**src/rtl/koa_seq_mult.sv**
```systemverilog
`default_nettype none
// ============================================================================
//  Module   : koa_seq_mult
//  Purpose  : Sequential single-level Karatsuba significand multiplier.
//             One shared (L+1)x(L+1) multiplier is used over three cycles to
//             form Q_left (high halves), Q_right (low halves) and Q_middle
//             ((A_hi+A_lo)*(B_hi+B_lo)). A fourth cycle combines them into
//             the exact 2*SW-bit product.
//  Ports    : clk, rst          - clock, synchronous active-high reset
//             valid_i/ready_o   - operand handshake (ready_o high in IDLE)
//             Data_A_i/Data_B_i - unsigned SW-bit operands
//             valid_o/ready_i   - product handshake (valid_o held in DONE)
//             busy_o            - high in every state except IDLE
//             sgf_result_o      - registered 2*SW-bit product
//  Options  : KOA_SEQ_ZERO_SKIP_EN - when defined, a zero operand at
//             acceptance goes straight to DONE with a zero result.
//  Revision : 1.0 - initial release
// ============================================================================
module koa_seq_mult #(
  parameter int SW = 54
) (
  input  logic            clk,
  input  logic            rst,
  input  logic            valid_i,
  output logic            ready_o,
  input  logic [SW-1:0]   Data_A_i,
  input  logic [SW-1:0]   Data_B_i,
  output logic            valid_o,
  input  logic            ready_i,
  output logic            busy_o,
  output logic [2*SW-1:0] sgf_result_o
);

  localparam int H  = SW / 2;   // high half width (floor)
  localparam int L  = SW - H;   // low half width (ceiling)
  localparam int M  = L + 1;    // shared multiplier operand width
  localparam int RW = 2 * SW;   // result width

  typedef enum logic [2:0] {
    S_IDLE  = 3'd0,
    S_MUL_L = 3'd1,
    S_MUL_R = 3'd2,
    S_MUL_M = 3'd3,
    S_COMB  = 3'd4,
    S_DONE  = 3'd5
  } state_e;

  state_e state_q, state_d;

  logic [SW-1:0]  a_q, b_q;
  logic [2*H-1:0] ql_q;
  logic [2*L-1:0] qr_q;
  logic [2*M-1:0] qm_q;
  logic [RW-1:0]  result_q, result_d;
  logic           valid_q;

  logic           w_accept;
  logic           w_zero_skip;
  logic [H-1:0]   w_a_hi, w_b_hi;
  logic [L-1:0]   w_a_lo, w_b_lo;
  logic [M-1:0]   w_sa, w_sb;
  logic [M-1:0]   w_mul_a, w_mul_b;
  logic [2*M-1:0] w_mul_p;
  logic [RW-1:0]  w_ql_ext, w_qr_ext, w_qm_ext, w_mid;

  assign ready_o      = (state_q == S_IDLE);
  assign busy_o       = (state_q != S_IDLE);
  assign valid_o      = valid_q;
  assign sgf_result_o = result_q;
  assign w_accept     = valid_i && ready_o;

`ifdef KOA_SEQ_ZERO_SKIP_EN
  assign w_zero_skip = (Data_A_i == '0) || (Data_B_i == '0);
`else
  assign w_zero_skip = 1'b0;
`endif

  // Operand halves; the low half takes the extra bit when SW is odd.
  assign w_a_hi = a_q[SW-1:L];
  assign w_b_hi = b_q[SW-1:L];
  assign w_a_lo = a_q[L-1:0];
  assign w_b_lo = b_q[L-1:0];

  // Half sums feed the shared multiplier directly during MUL_M.
  assign w_sa = M'(w_a_lo) + M'(w_a_hi);
  assign w_sb = M'(w_b_lo) + M'(w_b_hi);

  // Shared multiplier operand select.
  always_comb begin
    w_mul_a = '0;
    w_mul_b = '0;
    case (state_q)
      S_MUL_L: begin
        w_mul_a = M'(w_a_hi);
        w_mul_b = M'(w_b_hi);
      end
      S_MUL_R: begin
        w_mul_a = M'(w_a_lo);
        w_mul_b = M'(w_b_lo);
      end
      S_MUL_M: begin
        w_mul_a = w_sa;
        w_mul_b = w_sb;
      end
      default: ;
    endcase
  end

  assign w_mul_p = {{M{1'b0}}, w_mul_a} * {{M{1'b0}}, w_mul_b};

  // Combine. The exact sum fits in 2*SW bits, so evaluating it modulo
  // 2^(2*SW) gives the same result as a wider datapath truncated
  // afterwards. Q_middle >= Q_left + Q_right always, so the difference
  // never wraps in the exact arithmetic.
  assign w_ql_ext = RW'(ql_q);
  assign w_qr_ext = RW'(qr_q);
  assign w_qm_ext = RW'(qm_q);
  assign w_mid    = w_qm_ext - w_ql_ext - w_qr_ext;
  assign result_d = (w_ql_ext << (2 * L)) + (w_mid << L) + w_qr_ext;

  // Next-state logic.
  always_comb begin
    state_d = state_q;
    case (state_q)
      S_IDLE:  if (w_accept) state_d = w_zero_skip ? S_DONE : S_MUL_L;
      S_MUL_L: state_d = S_MUL_R;
      S_MUL_R: state_d = S_MUL_M;
      S_MUL_M: state_d = S_COMB;
      S_COMB:  state_d = S_DONE;
      S_DONE:  if (ready_i) state_d = S_IDLE;
      default: state_d = S_IDLE;
    endcase
  end

  always_ff @(posedge clk) begin
    if (rst) begin
      state_q <= S_IDLE;
    end else begin
      state_q <= state_d;
    end
  end

  // Datapath registers.
  always_ff @(posedge clk) begin
    if (rst) begin
      a_q      <= '0;
      b_q      <= '0;
      ql_q     <= '0;
      qr_q     <= '0;
      qm_q     <= '0;
      result_q <= '0;
      valid_q  <= 1'b0;
    end else begin
      case (state_q)
        S_IDLE: begin
          if (w_accept) begin
            a_q <= Data_A_i;
            b_q <= Data_B_i;
            if (w_zero_skip) begin
              result_q <= '0;
              valid_q  <= 1'b1;
            end
          end
        end
        S_MUL_L: ql_q <= w_mul_p[2*H-1:0];
        S_MUL_R: qr_q <= w_mul_p[2*L-1:0];
        S_MUL_M: qm_q <= w_mul_p;
        S_COMB: begin
          result_q <= result_d;
          valid_q  <= 1'b1;
        end
        S_DONE: if (ready_i) valid_q <= 1'b0;
        default: ;
      endcase
    end
  end

endmodule
`default_nettype wire

```
**config.mk**
```make
export PLATFORM = sky130hd
export DESIGN_NAME = koa_seq_mult
export DESIGN_NICKNAME = d
export VERILOG_FILES = /design/src/rtl/koa_seq_mult.sv
export SDC_FILE = /design/constraint.sdc
export NUM_CORES = 2
export LEC_CHECK = 0
export ABC_AREA = 1
export ABC_CLOCK_PERIOD_IN_PS = 10600
export BUFFER_PORTS_ARGS = -buffer_cell sky130_fd_sc_hd__buf_4
export CAP_MARGIN = 5
export CORE_MARGIN = 4
export CORE_UTILIZATION = 65
export CTS_CLUSTER_SIZE = 12
export DETAILED_ROUTE_END_ITERATION = 6
export MAX_ROUTING_LAYER = met4
export PLACE_DENSITY = 0.8
export SLEW_MARGIN = 5
export SYNTH_ARGS = -nofsm -noshare
export SYNTH_HDL_FRONTEND = slang
export SYNTH_SLANG_ARGS = --single-unit
```
**constraint.sdc**
```tcl
create_clock -name clk -period 10.6 [get_ports clk]
set_input_delay 0 -clock clk [delete_from_list [all_inputs] [get_ports clk]]
set_output_delay 0 -clock clk [all_outputs]
set_load 0.1 [all_outputs]
```
==> qor.csv, run 1 <==
stage,metric,value,unit
timing,critical endpoint after global-route timing repair,ql_q[51]$_SDFFE_PP0N_/D,
global_routing,pin count of the biggest net entering global routing,159,
place,DP HPWL,206,mm
synth,Synth Flop Type,dfxtp_1,
outcome,status,aborted with a tool error,
clock_tree,Num CTS Buffers,44,
global_routing,total gr overflow,59,
floorplan,# IOs,223,
floorplan,num rows,108,
synth,Post-synth EDFFs,0,
clock_tree,clk buf depth,3,
synth,Post-Syn Area,57500,um2
clock_tree,CTS root buffer,clkbuf_16,
floorplan,DIE HEIGHT,305,um
synth,post-synthesis sequential area ratio,0.134,
outcome,First Err,[ERROR GRT-0232] Routing congestion too high. Check the congestion heatmap in the GUI.,
synth,post-synthesis register bit count,384,
global_routing,Total GRT Usage,0.646,
synth,Yosys cell types,75,
synth,Synth warnings,0,
floorplan,Die W,305,um
synth,fraction of registers with async set/reset,0,
clock_tree,CTS H-tree lvls,2,
synth,Cells after Synth,8286,
synth,Synth Area per Inst,6.94,um2
synth,Mapped Nets,9529,
floorplan,Starting Density,0.659,
outcome,Stop stage,global routing,
place,Routability Congestion,1.16,
place,port bufs,222,
clock_tree,number of setup buffers added after CTS,0,
timing,WEP type,register input,
clock_tree,clock tree sinks,384,
cell usage after synthesis (49+ instances only):
library cell	number	area, um2
xor2_1	106	928
nand2_1	1516	5690
xnor2_1	60	526
a31oi_1	59	369
ha_1	452	5660
nand4_1	49	307
o211ai_1	95	713
nand3_1	253	1270
a21o_1	52	390
o21ai_0	462	2310
buf_2	85	425
dfxtp_1	384	7690
inv_1	1910	7170
a21oi_1	621	3110
fa_1	679	13600
clkbuf_1	114	428
nor2_1	860	3230
metrics by stage:
stage | hold WS, ns | instance area (um2) | setup slack, ns | utilization | std cells
floorplan | 0.168 | 57500 | 2.92 | - | 8286
global placement | 0.277 | 60200 | 1.07 | 0.690 | 9514
detailed placement | 0.285 | 60200 | 0.949 | 0.690 | 9514
CTS | 0.0759 | 62900 | 0.820 | 0.720 | 9713
metal layers:
metal  GRT usage  GRT overflow
met5           -             -
met2       0.775            24
met4       0.447            18
met3       0.447            11
met1       0.746             6
logic make-up after synthesis:
| group | count (synthesis) | synth area share |
|---|---|---|
| buf+inv | 2199 | 0.148 |
| flops | 384 | 0.134 |
| simple gates | 2873 | 0.207 |
| fa+ha+maj | 1131 | 0.335 |
| compound gates | 1532 | 0.151 |
| xor+xnor | 167 | 0.0256 |
repair_timing:
| item | CTS |
|---|---|
| resized for setup | 0 |
| hold buffers | 122 |
| hold endpoints to repair | 123 |
==> run 2: changes to the inputs <==
--- a/config.mk
+++ b/config.mk
@@ -10,11 +10,9 @@
 export BUFFER_PORTS_ARGS = -buffer_cell sky130_fd_sc_hd__buf_4
 export CAP_MARGIN = 5
 export CORE_MARGIN = 4
-export CORE_UTILIZATION = 65
-export CTS_CLUSTER_SIZE = 12
+export CORE_UTILIZATION = 40
 export DETAILED_ROUTE_END_ITERATION = 6
-export MAX_ROUTING_LAYER = met4
-export PLACE_DENSITY = 0.8
+export PLACE_DENSITY_LB_ADDON = 0.15
 export SLEW_MARGIN = 5
 export SYNTH_ARGS = -nofsm -noshare
 export SYNTH_HDL_FRONTEND = slang
==> run 2 against run 1 <==
The flow now finishes without violations; area after synthesis did not move; synthesized cell count unchanged.
==> qor.csv, run 2 <==
stage,metric,value,unit,change
route,Initial DRT Pass Iterations,7,,
setup_path,CP Max Fanout,15,,
setup_path,nature of the critical path startpoint,register,,
route,number of nets with antenna violations after routing,0,,
power_and_ir_drop,PD cells,195,nW/um2,
power_and_ir_drop,worst ir drop on vdd,0.185,mV,
cells_and_area,"commonest non-fill, non-tap cell in the layout",inv_1,,
place,port bufs,222,,unchanged
timing,Slew HR,0.0474,,
cells_and_area,register area,7690,um2,
setup_path,largest delay contributor family on the critical path,adder cells,,
power_and_ir_drop,clock group share of total power,0.149,,
setup_path,most frequent CP cell,fa_1,,
timing,f_max,101,MHz,
place,Routability Congestion,1.01,,-13%
timing,min cycle time layout,9.91,ns,
setup_path,r2r worst-path depth,37,,
timing,final max-slew violation count,0,,
clock_tree,clk slew on worst S/H paths,0.07,ns,
synth,post-synthesis sequential area ratio,0.134,,unchanged
setup_path,CP Buf/Inv Count,8,,
setup_path,crit path DAT,10.50,ns,
global_routing,pin count of the biggest net entering global routing,103,,
min_path,Hold Crit Start,Data_B_i[20],,
setup_path,WS Path Type,register to register,,
min_path,Min-Delay Endpoint,b_q[20]$_SDFFE_PP0P_,,
global_routing,total gr overflow,0,,
power_and_ir_drop,portion of total power attributed to combinational logic,0.711,,
synth,Synth warnings,0,,unchanged
synth,Post-Syn Area,57500,um2,unchanged
cells_and_area,most frequent cells in the layout,"inv_1 (1909), nand2_1 (1514), nor2_1 (859)",,
route,DRT iter0 DRCs,5367,,
place,Placement Cell Area,61000,um2,+1.2%
job,maxcap violations,0,,
clock_tree,Num CTS Buffers,48,,+9.1%
timing,Tcrit/Tclk final,0.934,,
setup_path,reg2reg end,qr_q[38]$_SDFFE_PP0P_,,
synth,"count leader, synth",inv_1,,
timing,Final setup viols,0,,
synth,biggest area consumer among synthesized cells,fa_1,,
setup_path,Setup crit end kind,register,,
setup_path,Critical-path top delay cell,nand2_1,,
min_path,worst hold-check path type,primary input to register,,
cells_and_area,Area Growth Syn to Fin,11.2,%,
route,drt via density,5.35,,
clock_tree,hold buffer count at cts,124,,+1.6%
timing,hold_ws,0.173,ns,
clock_tree,CTS root buffer,clkbuf_16,,
floorplan,Starting Density,0.404,,-0.255
route,Routed WL,242,mm,
timing,setup TNS,0,ns,
route,top sig layer,met5,,
timing,Final WS setup,0.694,ns,
clock_tree,clk buf depth,3,,unchanged
synth,Yosys cell types,75,,unchanged
synth,Synth Area per Inst,6.94,um2,unchanged
route,DR vias,55800,,
cells_and_area,fin nets,9754,,
power_and_ir_drop,Switching Share,0.587,,
min_path,hold depth,4,,
global_routing,initial antenna violation count,11,,
clock_tree,CTS H-tree lvls,2,,unchanged
cells_and_area,Final Cell Area,63900,um2,
synth,top cell type's share of synthesized area,0.236,,unchanged
route,M1 WL,115,mm,
timing,Fin. Hold Viols,0,,
synth,Post-synth EDFFs,0,,unchanged
route,Routed WL per cell,23.1,um,
clock_tree,clock latency at the later pin of the worst-skew pair,0.69,ns,
cells_and_area,multi-input logic area,41300,um2,
route,DRC violations left,0,,
setup_path,worst path required time,11.19,ns,
synth,fraction of registers with async set/reset,0,,unchanged
global_routing,first-pass GRT wire length,362,mm,
cells_and_area,ratio of cells with drive above 1 in the final layout,0.0663,,
synth,post-synthesis register bit count,384,,unchanged
cells_and_area,Fill cells,15200,,
power_and_ir_drop,Sequential Power Share,0.140,,
floorplan,Die W,387,um,+27%
clock_tree,post-CTS sizing,0,,unchanged
floorplan,Core Box Area,142000,um2,
setup_path,CP peak stage delay,0.60,ns,
clock_tree,clock tree sinks,384,,unchanged
timing,Slew @ Worst Pin,1.42,ns,
outcome,status,"complete, no violations",,
power_and_ir_drop,P_int,5.15,mW,
power_and_ir_drop,Switch Pwr,7.32,mW,
synth,Mapped Nets,9529,,unchanged
setup_path,"reg-to-reg slack, setup",0.69,ns,
timing,worst clock skew,0.0550,ns,
timing,RSZ-0062 raised after global routing,false,,
floorplan,num rows,138,,+28%
clock_tree,TritonCTS clock tree,built,,
route,met2 routed wirelength,96.7,mm,
synth,top post-synthesis cells by area,"fa_1 (24%), dfxtp_1 (13%), inv_1 (12%)",,
power_and_ir_drop,Pleak,32.2,nW,
cells_and_area,Largest register FFs,108,,
synth,Synth Flop Type,dfxtp_1,,
power_and_ir_drop,Tot Pwr,12.5,mW,
setup_path,r2r startpoint,b_q[27]$_SDFFE_PP0P_,,
route,WL met3,24.6,mm,
place,pre-CTS setup slack,0.814,ns,-0.135 ns
floorplan,Die ar.,150000,um2,
global_routing,vias in the first global route,55300,,
floorplan,# IOs,223,,unchanged
synth,top cell types by occurrence after synthesis,"inv_1 (1910), nand2_1 (1516), nor2_1 (860)",,
floorplan,DIE HEIGHT,387,um,+27%
clock_tree,number of setup buffers added after CTS,0,,unchanged
place,DP HPWL,203,mm,-1.7%
synth,Cells after Synth,8286,,unchanged
global_routing,Total GRT Usage,0.319,,
==> run 2: cell counts after synthesis <==
No cell type changed its count.
==> run 2: layer usage <==
| layer | vias up | GRT usage |
|---|---|---|
| met5 | - | 0 |
| met3 | 262 | 0.0784 |
| met2 | 2190 | 0.457 |
| li1 | 26100 | - |
| met4 | 2 | 0.0626 |
| met1 | 27300 | 0.484 |
==> run 2: worst max-delay path by stage <==
stage | startpoint | endpoint | cells after the start
finish | b_q[27]$_SDFFE_PP0P_ | qr_q[38]$_SDFFE_PP0P_ | 37
global route | b_q[27]$_SDFFE_PP0P_ | qr_q[38]$_SDFFE_PP0P_ | 37
CTS | b_q[27]$_SDFFE_PP0P_ | qr_q[38]$_SDFFE_PP0P_ | 37
detailed placement | b_q[27]$_SDFFE_PP0P_ | qr_q[38]$_SDFFE_PP0P_ | 37
global placement | b_q[27]$_SDFFE_PP0P_ | qr_q[38]$_SDFFE_PP0P_ | 37
floorplan | b_q[0]$_SDFFE_PP0P_ | qm_q[55]$_SDFFE_PP0P_ | 39
==> run 2: logic make-up (layout without fill, tap and decap cells) <==
| logic type | count (synthesis) | in the layout | synth area share |
|---|---|---|---|
| simple gates | 2873 | 2873 | 0.207 |
| buf+inv | 2199 | 2461 | 0.148 |
| compound gates | 1532 | 1532 | 0.151 |
| fa+ha+maj | 1131 | 1131 | 0.335 |
| flops | 384 | 384 | 0.134 |
| xor+xnor | 167 | 167 | 0.0256 |
| other cells | 0 | 3 | 0 |
==> run 2: worst min-delay path: stages <==
cell and delay, ns:
dlygate4sd3_1 0.53, buf_4 0.10, o21ai_0 0.08, a21oi_1 0.11
==> run 2: per-stage QoR <==
step                utilization  std cells
finish                    0.449      10400
global route              0.449      10400
CTS                       0.449      10400
detailed placement        0.429      10200
global placement          0.429      10200
floorplan                     -       8286
==> run 2: final cells by class <==
class                           instances  share of cell area
Inverter                             1947               0.114
Multi-Input combinational cell       5703               0.646
Clock buffer                           63              0.0214
Tap cell                             1890              0.0370
Clock inverter                         24             0.00560
Sequential cell                       384               0.120
Timing Repair Buffer                  427              0.0550
Antenna cell                            3            0.000117
==> run 2: power by group through the flow <==
stage          Sequential, mW  Combinational [mW]  Clock [mW]
2_1_floorplan            1.78                5.52           0
3_3_place_gp             1.77                8.60           0
3_5_place_dp             1.77                8.57           0
4_1_cts                  1.74                8.66        1.91
5_1_grt                  1.75                9.64        1.96
6_report                 1.74                8.86        1.86
Note: power is estimated with default switching activity, not from simulation.
